**src/rtl/pwm_capture.sv**
```systemverilog
// PWM receiver: measures period and high time of an asynchronous PWM line, decodes a
// 0-7 brightness level and flags a stalled line as a sticky timeout.
module pwm_capture #(
    parameter int unsigned CNT_W   = 28,
    parameter int unsigned TIMEOUT = 20000
) (
    input  logic             clk,
    input  logic             rst_n,
    input  logic             pwm_in,
    output logic [CNT_W-1:0] period,
    output logic [CNT_W-1:0] high,
    output logic [2:0]       level,
    output logic             valid,
    output logic             locked,
    output logic             timeout
);

    localparam logic [CNT_W-1:0] TimeoutVal = CNT_W'(TIMEOUT);

    typedef enum logic [1:0] {
        StIdle,
        StFirst,
        StLocked
    } state_e;

    state_e           state_q;
    logic             s1_q, s2_q, s3_q;
    logic             rise, fall;
    logic [CNT_W-1:0] cnt_q;
    logic [CNT_W-1:0] hi_sh_q;

    // Nearest brightness level for a measured period; shorter period means brighter.
    function automatic logic [2:0] decode(input logic [CNT_W-1:0] p);
        logic [2:0] lvl;
        if      (p <= CNT_W'(450))  lvl = 3'd7;
        else if (p <= CNT_W'(700))  lvl = 3'd6;
        else if (p <= CNT_W'(1000)) lvl = 3'd5;
        else if (p <= CNT_W'(1350)) lvl = 3'd4;
        else if (p <= CNT_W'(2250)) lvl = 3'd3;
        else if (p <= CNT_W'(3500)) lvl = 3'd2;
        else if (p <= CNT_W'(7000)) lvl = 3'd1;
        else                        lvl = 3'd0;
        return lvl;
    endfunction

    always_ff @(posedge clk or negedge rst_n) begin
        if (!rst_n) begin
            s1_q <= 1'b0;
            s2_q <= 1'b0;
            s3_q <= 1'b0;
        end else begin
            s1_q <= pwm_in;
            s2_q <= s1_q;
            s3_q <= s2_q;
        end
    end

    assign rise = s2_q & ~s3_q;
    assign fall = ~s2_q & s3_q;

    // Loading 1 on a rise makes cnt equal the rise-to-rise distance at the next rise.
    always_ff @(posedge clk or negedge rst_n) begin
        if (!rst_n) begin
            cnt_q   <= '0;
            hi_sh_q <= '0;
        end else begin
            if (rise) begin
                cnt_q <= CNT_W'(1);
            end else if (!(&cnt_q)) begin
                cnt_q <= cnt_q + CNT_W'(1);
            end
            if (fall) begin
                hi_sh_q <= cnt_q;
            end
        end
    end

    always_ff @(posedge clk or negedge rst_n) begin
        if (!rst_n) begin
            state_q <= StIdle;
            period  <= '0;
            high    <= '0;
            level   <= 3'd0;
            valid   <= 1'b0;
            locked  <= 1'b0;
            timeout <= 1'b0;
        end else begin
            valid <= 1'b0;
            case (state_q)
                StIdle: begin
                    if (rise) begin
                        state_q <= StFirst;
                    end
                end
                StFirst, StLocked: begin
                    // A rise on the same cycle the limit is reached still counts as a period.
                    if (rise) begin
                        period  <= cnt_q;
                        high    <= hi_sh_q;
                        level   <= decode(cnt_q);
                        valid   <= 1'b1;
                        locked  <= 1'b1;
                        timeout <= 1'b0;
                        state_q <= StLocked;
                    end else if (cnt_q >= TimeoutVal) begin
                        state_q <= StIdle;
                        timeout <= 1'b1;
                        locked  <= 1'b0;
                        level   <= 3'd0;
                    end
                end
                default: state_q <= StIdle;
            endcase
        end
    end

endmodule

```
**config.mk**
```make
export PLATFORM = sky130hd
export DESIGN_NAME = pwm_capture
export DESIGN_NICKNAME = d
export VERILOG_FILES = /design/src/rtl/pwm_capture.sv
export SDC_FILE = /design/constraint.sdc
export NUM_CORES = 1
export LEC_CHECK = 0
export ABC_AREA = 0
export BUFFER_PORTS_ARGS = -buffer_cell sky130_fd_sc_hd__buf_4
export CORE_MARGIN = 5
export CORE_UTILIZATION = 51
export DETAILED_ROUTE_END_ITERATION = 8
export GPL_TIMING_DRIVEN = 0
export PLACE_DENSITY = 0.69
export SETUP_SLACK_MARGIN = 0.5
export SLEW_MARGIN = 30
export SYNTH_ARGS = -nofsm -noshare
export SYNTH_HDL_FRONTEND = slang
export SYNTH_SLANG_ARGS = --single-unit
```
**constraint.sdc**
```tcl
create_clock -name clk -period 3.1 [get_ports clk]
set_input_delay 0.465 -clock clk [delete_from_list [all_inputs] [get_ports clk]]
set_output_delay 0.465 -clock clk [all_outputs]
set_load 0.03 [all_outputs]
```
==> flow_metrics.py, run 1 <==
metrics = {
    "run_status": {
        "status": "finished, final reports clean",
    },
    "synthesis": {
        "synth_area_leader_cell": "dfrtp_1",
        "synth_area_leaders": "dfrtp_1, mux2_2, nor2_1",
        "yosysSeqAreaShare": 0.577,
        "syn_inst": 449,
        "async_flop_share": 1.00,
        "syn_nets": 456,
        "yosysTopAreaCellShare": 0.577,
        "synth_warnings": 0,
        "synth_edf_count": 0,
        "synth_cell_types": 46,
        "synth_ff_type": "dfrtp_1",
        "synth_seq_cells": 123,
        "synthesis.area_um2": 5330,
        "synth_area_per_cell_um2": 11.9,
    },
    "die": {
        "start_util": 0.519,
        "io_pins": 65,
        "die_h_um": 112,
        "rows": 37,
        "core_um2": 10300,
        "die_x_um": 112,
        "die_area_um2": 12600,
    },
    "global_routing": {
        "track_usage": 0.195,
        "antenna_found_initial": 0,
        "grt_pass1_wl_mm": 19.5,
        "grt_max_degree": 91,
        "grt-ovfl-total": 0,
        "grt_pass1_vias": 3900,
    },
    "timing": {
        "holdWs_ps": 57.0,
        "finalCritPeriodShare": 0.778,
        "setup_viol": 0,
        "fmax_ghz": 0.415,
        "skew_ps": 8.07,
        "rsz0062_at_grt": "false",
        "fin_setup_tns_ps": 0,
        "slew_headroom": 0.560,
        "slew_viol_final": 0,
        "period_needed_ps": 2410,
        "hold_viol": 0,
        "tightest_slew_ps": 660,
    },
    "place": {
        "port_buffers": 64,
        "dp.cells": 650,
        "gp_routability_congestion": 0.890,
        "dp_hpwl_mm": 7.94,
    },
    "cts": {
        "tritoncts": "yes",
        "h-tree-depth": 4,
        "clkSinkCount": 123,
        "postCtsSetupBuffers": 0,
        "cts.clk_slew.worst_paths_ps": 60,
        "cts_made_buffers": 17,
        "cts_root_buf": "clkbuf_8",
        "clockBufferDepth": 2,
        "worstSkewPairLatency_ps": 520,
    },
    "setup_path": {
        "crit_buf_inv": 3,
        "rrSetupSlack_ps": 690,
        "cpPeakStageDelay_ps": 570,
        "start_kind": "register",
        "crit_family": "buffers and inverters",
        "worstPathRequired_ps": 3500,
        "crit_chain": "inv_1 > ha_1 > nand2_1 > clkbuf_1 > clkbuf_1 > mux2_2",
        "cpMostUsedCell": "clkbuf_1",
        "crit_type": "register to register",
        "arrival_ps": 2810,
        "critPathMaxFanout": 10,
        "critPathCaptureType": "register",
        "cpMaxStageDelayCell": "clkbuf_1",
    },
    "routing": {
        "wire_per_inst_um": 16.9,
        "drt-initial-drc-count": 211,
        "vias_per_cell": 5.47,
        "wl_mm": 11.6,
        "vias": 3729,
        "drt_pre_antenna_iters": 4,
        "ant_nets": 0,
        "drcViolationCount": 0,
    },
    "final_layout": {
        "area_growth_pct": 23.6,
        "final_cells": 682,
        "nets": 541,
        "antenna_cells": 0,
        "drive_gt1_frac": 0.330,
    },
    "power_and_ir_drop": {
        "total_leakage_power_uw": 0.00319,
        "irDropWorstVdd_v": 0.000372,
        "power_uw": 4570,
        "power-per-cell-area_nw_per_um2": 693,
    },
    "hold_path": {
        "holdCritPathClass": "input pin to register",
    },
    "job": {
        "maxCapViolations": 0,
    },
}
==> flip-flops by register name, indices dropped and copies added (netlist names), 2 cells and up <==
| signal | flops |
|---|---|
| cnt_q | 28 |
| level | 3 |
| period | 28 |
| hi_sh_q | 28 |
| high | 28 |
| state_q | 2 |
==> layer usage <==
layer  track usage  wire length (µm)
met5             0                 0
met4        0.0753               252
met3        0.0507               539
met2         0.323              5700
met1         0.248              5060
==> where the power goes <==
| part | total (µW) | internal [µW] | switching, µW |
|---|---|---|---|
| Clock | 1850 | 1150 | 703 |
| Combinational | 875 | 330 | 546 |
| Sequential | 1840 | 1750 | 87.2 |
| Total | 4570 | 3230 | 1340 |
==> through the flow <==
stage / util / area (µm²) / worst slack, ps
final: 0.641 / 6590 / 687
after global routing: 0.641 / 6590 / 507
after CTS: 0.640 / 6580 / 627
after detailed placement: 0.585 / 6020 / 667
after global placement: 0.582 / 5980 / 694
after floorplan: - / 5330 / 921
==> layout by cell type (no fill, tap or decap), types with 5 or more instances in the layout <==
cell and n:
o21ai_0 20, nor2_1 37, clkbuf_1 23, inv_1 11, xor2_1 9, clkinvlp_4 5
clkbuf_16 16, nand3_1 10, nand2b_1 7, nand4_1 10, xnor2_1 15, mux2_2 72
nor3_1 7, dfrtp_1 122, clkinv_2 6, a21oi_1 10, buf_4 63, nor4_1 10
nand2_1 34
==> logic make-up after synthesis <==
| logic type | after synthesis | synth area share |
|---|---|---|
| compound gates | 56 | 0.0704 |
| mux | 73 | 0.154 |
| fa+ha+maj | 4 | 0.00939 |
| buf+inv | 41 | 0.0310 |
| xor+xnor | 24 | 0.0394 |
| simple gates | 128 | 0.119 |
| flops | 123 | 0.577 |
==> cells in the mapped netlist, types with 2 or more instances <==
cell	n
ha_1	4
dfrtp_1	123
nor2_1	37
inv_1	11
or3_1	2
a21oi_1	10
nor4_1	10
a31oi_1	2
a41oi_1	2
o41ai_1	3
xnor2_1	15
buf_2	3
nand2_1	34
o31ai_1	2
a211oi_1	3
nand2b_1	7
nor3_1	8
o211ai_1	2
clkbuf_1	23
and2_1	2
nand4_1	10
mux2_2	72
a22o_1	2
o21ai_1	2
nand3_1	10
xor2_1	9
buf_1	3
o21ai_0	20
==> worst reg2reg max path, stage by stage, from the launching register on <==
cell      delay, ps
dfrtp_1         320
inv_1            50
ha_1            320
nand2_1         130
clkbuf_1        490
clkbuf_1        570
mux2_2          420
==> final timing paths <==
kind | startpoint | end | cells past startpoint
max in group asynchronous | rst_n | period[4] | 3
max | state_q[0] | high[22] | 6
min in group asynchronous | rst_n | high[7] | 2
max reg2reg | state_q[0] | high[22] | 6
min reg2reg | s1_q | s2_q | 0
min | pwm_in | s1_q | 1
==> cell type report <==
class / count / area (µm²)
Buffer: 30 / 124
Timing Repair Buffer: 66 / 526
Sequential cell: 123 / 3080
Fill cell: 812 / 3690
Clock buffer: 18 / 428
Multi-Input combinational cell: 285 / 2090
Clock inverter: 13 / 128
Inverter: 11 / 41.3
Tap cell: 136 / 170
==> repair_timing <==
action / in CTS / in global routing
hold endpoints to repair: 33 / 0
resized for setup: 0 / 2
hold buffers: 1 / 0
endpoints found under the setup margin: 0 / 2
Note: power is estimated with default switching activity, not from simulation.
==> inputs of run 2 (changes only) <==
--- a/config.mk
+++ b/config.mk
@@ -11,7 +11,7 @@
 export CORE_UTILIZATION = 51
 export DETAILED_ROUTE_END_ITERATION = 8
 export GPL_TIMING_DRIVEN = 0
-export PLACE_DENSITY = 0.69
+export PLACE_DENSITY = 0.72
 export SETUP_SLACK_MARGIN = 0.5
 export SLEW_MARGIN = 30
 export SYNTH_ARGS = -nofsm -noshare
==> constraint.sdc (replaced) <==
create_clock -name clk -period 1.97 [get_ports clk]
set_input_delay 0.2955 -clock clk [delete_from_list [all_inputs] [get_ports clk]]
set_output_delay 0.2955 -clock clk [all_outputs]
set_load 0.03 [all_outputs]
==> flow_metrics.py, run 2 (synthesized netlist as in run 1, its figures left out) <==
metrics = {
    "setup_path": {
        "crit_family": "simple AND/OR/NAND/NOR gates",
        "crit_buf_inv": 2,
        "critPathMaxFanout": 4,
        "critPathCaptureType": "register",
        "worstPathRequired_ps": 2350,
        "arrival_ps": 2520,
        "start_kind": "register",
        "rrSetupSlack_ps": -170,
        "cpPeakStageDelay_ps": 600,
        "crit_type": "register to register",
        "crit_chain": "nand4_1 > or4_4 > buf_4 > nor3_4 > buf_6 > mux2i_1 > nor2_1",
        "cpMaxStageDelayCell": "or4_4",
    },
    "final_layout": {
        "drive_gt1_frac": 0.532,
        "final_cell_mix": "dfrtp_1, buf_4, mux2_4",
        "seq_area_um2": 3090,
        "layout_commonest_cell": "dfrtp_1",
        "multiInputGateArea_um2": 2600,
        "antenna_cells": 0,
        "design_area_um2": 7930,
        "area_growth_pct": 48.7,
        "nets": 597,
        "fill_cells": 585,
    },
    "power_and_ir_drop": {
        "irDropWorstVdd_v": 0.000672,
        "power-per-cell-area_nw_per_um2": 1050,
        "total_leakage_power_uw": 0.00392,
    },
    "timing": {
        "fmax_ghz": 0.466,
        "holdWs_ps": 257,
        "finalCritPeriodShare": 1.09,
        "slew_viol_final": 0,
        "setup_viol": 23,
        "setup_ws_ps": -174,
        "slew_headroom": 0.598,
        "hold_viol": 0,
        "skew_ps": 6.75,
        "period_needed_ps": 2140,
        "tightest_slew_ps": 602,
        "rsz0062_at_grt": "true",
    },
    "routing": {
        "vias": 4258,
        "vias_per_cell": 5.78,
        "wl_mm": 15.5,
        "wire_per_inst_um": 21.0,
        "drt-initial-drc-count": 352,
        "drcViolationCount": 0,
        "ant_nets": 0,
        "drt_pre_antenna_iters": 5,
    },
    "cts": {
        "worstSkewPairLatency_ps": 520,
        "cts_root_buf": "clkbuf_8",
        "cts.clk_slew.worst_paths_ps": 60,
        "clockBufferDepth": 2,
        "clkSinkCount": 123,
        "tritoncts": "yes",
        "h-tree-depth": 4,
        "cts_made_buffers": 17,
    },
    "place": {
        "pre_cts_ws_ps": -503,
        "gp_routability_congestion": 0.927,
        "dpl_cell_area_um2": 6140,
        "port_buffers": 64,
        "dp_hpwl_mm": 8.36,
    },
    "global_routing": {
        "grt_max_degree": 82,
        "track_usage": 0.221,
        "grt_pass1_vias": 4187,
        "grt-ovfl-total": 0,
        "grt_pass1_wl_mm": 22.0,
        "antenna_found_initial": 0,
    },
    "die": {
        "start_util": 0.519,
        "die_h_um": 112,
        "rows": 37,
        "die_x_um": 112,
        "io_pins": 65,
        "die_area_um2": 12600,
        "core_um2": 10300,
    },
    "run_status": {
        "status": "finished with violations",
        "violations": "setup timing",
    },
    "job": {
        "maxCapViolations": 0,
    },
    "hold_path": {
        "holdCritPathClass": "input pin to async pin",
    },
}
run 2: metrics by stage:
| step | total power, µW | util | TNS (ps) | cells |
|---|---|---|---|---|
| 2_1_floorplan | 3940 | - | 0 | 449 |
| 3_3_place_gp | 4400 | 0.594 | -2810 | 649 |
| 3_5_place_dp | 4450 | 0.598 | -3840 | 650 |
| 4_1_cts | 7930 | 0.717 | -1280 | 706 |
| 5_1_grt | 8600 | 0.771 | -3890 | 737 |
| 6_report | 8320 | 0.771 | -2170 | 737 |
run 2: cell type report:
cell class                      count  share of cell area
Clock inverter                      7              0.0145
Multi-Input combinational cell    285               0.328
Tap cell                          136              0.0215
Timing Repair Buffer              122               0.139
Buffer                             30              0.0415
Sequential cell                   123               0.390
Clock buffer                       23              0.0589
Inverter                           11             0.00647
run 2: final timing paths:
| path | startpoint | to | depth (start not counted) |
|---|---|---|---|
| worst max-delay path | cnt_q[8] | cnt_q[1] | 7 |
| worst min-delay path | rst_n | high[12] | 2 |
| worst max register to register | cnt_q[8] | cnt_q[1] | 7 |
| worst min register to register | s1_q | s2_q | 0 |
| max in group asynchronous | rst_n | cnt_q[24] | 3 |
| min in group clk | s1_q | s2_q | 0 |
run 2: metal layers:
metal	vias to the layer above	routed length (µm)	global-route usage
li1	1863	-	-
met1	2111	6110	0.286
met2	230	7850	0.366
met3	54	1010	0.0577
met4	0	512	0.0665
met5	-	0	0
run 2: worst reg2reg max path, cell delays in order (launching register included):
cell and delay [ps]:
dfrtp_1 410, nand4_1 170, or4_4 600, buf_4 170, nor3_4 250, buf_6 160, mux2i_1 200, nor2_1 60
run 2: power breakdown:
part / switching (µW) / leakage [µW] / internal (µW) / total [µW]
clock network: 1070 / 0.000280 / 2010 / 3080
logic: 1210 / 0.00198 / 1130 / 2330
registers: 149 / 0.00166 / 2760 / 2910
total: 2430 / 0.00392 / 5900 / 8320
run 2: what timing repair did:
action | in CTS | in global routing
endpoints found under the hold margin | 43 | 0
setup endpoints to repair | 110 | 104
gates resized for setup | 96 | 113
buffers inserted | 19 | 31
pin swaps | 21 | 38
hold buffers | 2 | 0
gates cloned | 5 | 0
